File: config.mk
export PLATFORM = sky130hd
export DESIGN_NAME = brightness_frame_ctrl
export DESIGN_NICKNAME = d
export VERILOG_FILES = /design/src/rtl/brightness_frame_ctrl.sv
export SDC_FILE = /design/constraint.sdc
export NUM_CORES = 1
export LEC_CHECK = 0
export CORE_UTILIZATION = 41
export CTS_CLUSTER_SIZE = 14
export DETAILED_ROUTE_END_ITERATION = 12
export GPL_TIMING_DRIVEN = 0
export PLACE_DENSITY = 0.72
export SLEW_MARGIN = 0
export SYNTH_ARGS = -nofsm -noshare
export SYNTH_HDL_FRONTEND = slang
export SYNTH_SLANG_ARGS = --single-unit
File: constraint.sdc
create_clock -name clk -period 4.4 [get_ports clk]
set_input_delay 0.66 -clock clk [delete_from_list [all_inputs] [get_ports clk]]
set_output_delay 0.66 -clock clk [all_outputs]
set_load 0.02 [all_outputs]
File: src/rtl/brightness_frame_ctrl.sv
// Frame sequencer for the brightness/threshold processor: latches per-frame config,
// streams cfg_len words through the non-stalling processor into a small output FIFO.
// Optional BRIGHT_CTRL_ABORT_EN adds an abort input that flushes the frame.
`ifndef COLOR_SIZE
`define COLOR_SIZE 8
`endif

module brightness_frame_ctrl #(
  parameter int DATA_WIDTH = 32,
  parameter int FIFO_DEPTH = 4,
  parameter int LEN_WIDTH  = 16
) (
  input  logic                   clk,
  input  logic                   rst_n,
  input  logic                   start,
  input  logic [1:0]             cfg_mode,
  input  logic [`COLOR_SIZE-1:0] cfg_val,
  input  logic [LEN_WIDTH-1:0]   cfg_len,
`ifdef BRIGHT_CTRL_ABORT_EN
  input  logic                   abort,
`endif
  input  logic                   in_vld,
  output logic                   in_rdy,
  input  logic [DATA_WIDTH-1:0]  in_data,
  output logic                   proc_vld,
  output logic [1:0]             proc_mode,
  output logic [`COLOR_SIZE-1:0] proc_val,
  output logic [DATA_WIDTH-1:0]  proc_data,
  input  logic [DATA_WIDTH-1:0]  proc_dout,
  input  logic                   proc_dout_rdy,
  output logic                   out_vld,
  input  logic                   out_rdy,
  output logic [DATA_WIDTH-1:0]  out_data,
  output logic                   busy,
  output logic                   frame_done
);
  localparam int AW = $clog2(FIFO_DEPTH);
  localparam int CW = AW + 1;

  typedef enum logic [1:0] {IDLE, RUN, DRAIN, DONE} state_t;
  state_t state, state_nxt;

  logic [LEN_WIDTH-1:0]                 len_q, issued;
  logic                                 inflight;
  logic [FIFO_DEPTH-1:0][DATA_WIDTH-1:0] mem;
  logic [AW-1:0]                        wr_ptr, rd_ptr;
  logic [CW-1:0]                        count, count_nxt;
  logic [CW:0]                          occ;
  logic                                 start_ok, hs, push, pop, abort_hit;

`ifdef BRIGHT_CTRL_ABORT_EN
  assign abort_hit = abort && (state == RUN || state == DRAIN);
`else
  assign abort_hit = 1'b0;
`endif

  assign start_ok  = start && (state == IDLE);
  // Space is reserved for the word already inside the processor, since it cannot stall.
  assign occ       = {1'b0, count} + (CW+1)'(inflight);
  assign in_rdy    = (state == RUN) && (issued < len_q) &&
                     (occ < (CW+1)'(FIFO_DEPTH)) && !abort_hit;
  assign hs        = in_vld && in_rdy;
  assign proc_vld  = hs;
  assign proc_data = in_data;
  assign push      = proc_dout_rdy;
  assign out_vld   = (count != '0);
  assign pop       = out_vld && out_rdy;
  assign out_data  = mem[rd_ptr];
  assign count_nxt = count + CW'(push) - CW'(pop);

  always_comb begin
    state_nxt  = state;
    busy       = (state != IDLE);
    frame_done = 1'b0;
    case (state)
      IDLE:  if (start) state_nxt = (cfg_len == '0) ? DONE : RUN;
      RUN:   if (hs && ((issued + LEN_WIDTH'(1)) == len_q)) state_nxt = DRAIN;
      // Exit once the word leaving the FIFO this cycle is the last one.
      DRAIN: if (!inflight && count_nxt == '0) state_nxt = DONE;
      DONE: begin
        frame_done = 1'b1;
        state_nxt  = IDLE;
      end
      default: state_nxt = IDLE;
    endcase
    if (abort_hit) state_nxt = IDLE;
  end

  always_ff @(posedge clk or negedge rst_n) begin
    if (!rst_n) begin
      state     <= IDLE;
      len_q     <= '0;
      proc_mode <= '0;
      proc_val  <= '0;
      issued    <= '0;
      inflight  <= 1'b0;
    end else begin
      state    <= state_nxt;
      inflight <= hs;
      if (start_ok) begin
        len_q     <= cfg_len;
        proc_mode <= cfg_mode;
        proc_val  <= cfg_val;
      end
      if (start_ok || abort_hit) issued <= '0;
      else if (hs)               issued <= issued + LEN_WIDTH'(1);
    end
  end

  always_ff @(posedge clk or negedge rst_n) begin
    if (!rst_n) begin
      wr_ptr <= '0;
      rd_ptr <= '0;
      count  <= '0;
    end else if (abort_hit) begin
      wr_ptr <= '0;
      rd_ptr <= '0;
      count  <= '0;
    end else begin
      if (push) wr_ptr <= wr_ptr + AW'(1);
      if (pop)  rd_ptr <= rd_ptr + AW'(1);
      count <= count_nxt;
    end
  end

  always_ff @(posedge clk) begin
    if (push && !abort_hit) mem[wr_ptr] <= proc_dout;
  end
endmodule

==> reports/metrics.yaml <==
seqPwrFrac_pct: 38.0
antenna_found_initial: 0
slowest_stage: "clkdlybuf4s50_1"
muxShareOfSynthArea_pct: 9.400
firstDrtPassIters: 7
clk_pin_slew_worst_paths_ps: 70
clockBufferDepth: 2
start_util_pct: 41.72
synth-xor-area-share_pct: 4.221
finalMaxSlewViolations: 0
synthTopCellsByArea: "edfxtp_1 (47%), dfrtp_1 (16%), mux4_2 (8.9%), ha_1 (4.5%), xnor2_1 (3.6%)"
core_um2: 19400
clkPwrFrac_pct: 22.3
gr-total-overflow: 0
yosys.area_share.adder_pct: 4.731
cpPeakStageDelay_ps: 620
mappedNetlistArea_um2: 8093
setup.worst_path.start_class: "flop"
required_ps: 3740
cts_hold_buf: 0
multiInputGateArea_um2: 2509
final_common_cell: "clkdlybuf4s50_1"
place_ws_ps: 285.7
ys_async_sr_fraction_pct: 28.89
rsz0062_at_grt: "false"
cts_made_buffers: 17
dieArea_um2: 20300
drive_gt1_share_pct: 15.27
drt_iter0_markers: 354
worstMarginPinSlew_ps: 903.9
crit_top_cell: "inv_1"
routedWlPerCell_um: 16.68
finalHoldViolCount: 0
synth-seq-cells: 180
n_antenna_cell: 0
io_pins: 175
netlist_instances: 564
tns_ps: 0
crit_chain: "clkbuf_1, inv_1, ha_1, nand2_1, o21ai_1, a2111oi_2, a2111oi_4, or2_1, buf_2, inv_1, clkdlybuf4s50_1"
synth_cell_types: 47
grt_first_pass_wirelength_um: 26730
arrival_ps: 3410
critPathCaptureType: "primary output"
clock_skew_ps: 11.19
via_per_inst: 5.041
cts_tree: "done"
crit_fanout: 8
htree_levels: 4
seq_area_um2: 5145
synth_warnings: 0
dieHeight_um: 142.5
internal_power_uw: 4145
synth.largest_area_cell: "edfxtp_1"
synth-edff-count: 128
drt-total-wl_um: 16760
n_fill_cell: 1626
min_path_type: "input pin to asynchronous set/reset pin"
clkLatencyLatePin_ps: 420
grt_pass1_vias: 5246
worstSetupPathType: "flop to primary output"
swShare_pct: 34.31
fin_crit_ps: 4074
ant_nets: 0
clock-root-buffer: "clkbuf_16"
area_delta_synth_final_pct: 29.14
ir_drop_mv: 0.3039
clock.fmax_ghz: 0.2455
cts_sinks: 180
die_w_um: 142.5
dp_hpwl_um: 11710
yosys.area.top_type_share_pct: 47.50
synth_top_family_by_area: "multiplexers"
synth_top_flop_cell: "edfxtp_1"
synth_compound_area_share_pct: 3.942
io_buffers: 142
slew_headroom_pct: 39.74
yosysSeqAreaShare_pct: 63.57
grt.total_usage_pct: 17.20
syn_nets: 690
worst_r2r_endpoint: "state[1]"
gp_congestion: 0.8406
r2r_cells: 14
max_cap_viol_count: 0
postLayoutCellArea_um2: 10450
finalSetupViolations: 0
synth-simple-area-share_pct: 8.488
grt_max_degree: 33
remaining_drc_errors: 0
p_switching_uw: 2165
power_leakage_uw: 0.003884
dpl-instance-area_um2: 9886
r2r_slack_ps: 510
num_rows: 51
setup_ws_ps: 326.1
final_nets: 853
p_comb_share_pct: 39.7
vias: 5066
p_per_area_nw_per_um2: 603.8
rr_startpoint: "count[1]"
syn_avg_cell_area_um2: 14.35
timing.final.crit_share_pct: 92.59
final_cell_mix: "clkdlybuf4s50_1 (141), edfxtp_1 (128), nand2_1 (65)"
status: "complete, no violations"
-- area by class of cell --
class	instances	area share, %
repair buffers	144	13.94
flip-flops and latches	180	49.23
plain buffers	56	3.268
clock inverters	13	1.137
multi-input cells	297	24.00
clock buffers	19	4.142
well taps	265	3.173
inverters	31	1.113
-- synthesized netlist by cell type (all sizes together) (5+ instances only) --
master / number
and2: 6
buf: 38
a21oi: 9
xnor2: 33
nand3: 7
nor2: 27
o21ai: 22
inv: 31
xor2: 6
mux4: 32
nor4: 14
nor3: 5
ha: 29
nand2: 65
dfrtp: 52
nand4: 7
edfxtp: 128
clkbuf: 18
-- worst max-delay path by stage --
stage / startpoint / to / slack, ps / cells after the start
finish: len_q[10] / proc_vld / 330 / 11
global route: len_q[10] / proc_vld / 70 / 11
detailed placement: out_rdy / state[1] / 290 / 14
floorplan: count[1] / state[0] / 970 / 14
global placement: out_rdy / state[1] / 370 / 14
CTS: len_q[10] / in_rdy / 130 / 10
-- what timing repair did --
item,CTS,global route
hold endpoints to repair,0,0
gates resized for setup,0,3
setup endpoints to repair,0,2
setup buffers,0,0
-- state kept, by name, indices dropped and copies added (netlist names) --
register and flops:
count 3, inflight 1, issued 16, len_q 16, mem 128, proc_mode 2
proc_val 8, rd_ptr 2, state 2, wr_ptr 2
-- cell families after synthesis --
logic type / Yosys count
DFF: 180
and+or+nand+nor: 146
buffers and inverters: 87
AOI/OAI and AO/OA: 46
xor gates and xnor gates: 39
muxes: 36
adders and majority gates: 30
-- critical path, delay by kind of cell, from the launching register on --
kind | cells | cell delay (ps)
buf+inv | 5 | 1250
compound gates | 3 | 790
simple gates | 2 | 310
flops | 1 | 320
fa+ha+maj | 1 | 320
-- metal layers --
layer	share of wire, %	track usage, %	vias to the layer above	routed length, um
met4	1.7	4.867	0	278
li1	-	-	2342	-
met3	6.5	4.610	26	1095
met5	0	0	-	0
met1	42	21.10	2519	7006
met2	50	29.75	179	8378
-- stage by stage --
| stage | hold slack [ps] | util (%) | total power [uW] | instances |
|---|---|---|---|---|
| global placement | 461.7 | 50.75 | 4885 | 971 |
| finish | 289.0 | 53.88 | 6311 | 1005 |
| CTS | 292.3 | 53.81 | 6375 | 1005 |
| detailed placement | 468.8 | 50.96 | 4955 | 973 |
| global route | 328.4 | 53.88 | 6669 | 1005 |
| floorplan | 364.4 | - | 3957 | 564 |
-- power groups by stage --
stage               sequential (uW)  combinational [uW]  clock [uW]
finish                         2400                2500        1410
global route                   2440                2740        1500
CTS                            2400                2540        1430
detailed placement             2430                2520           0
global placement               2420                2470           0
floorplan                      2440                1510           0
Power figures use the tool's default switching activity.
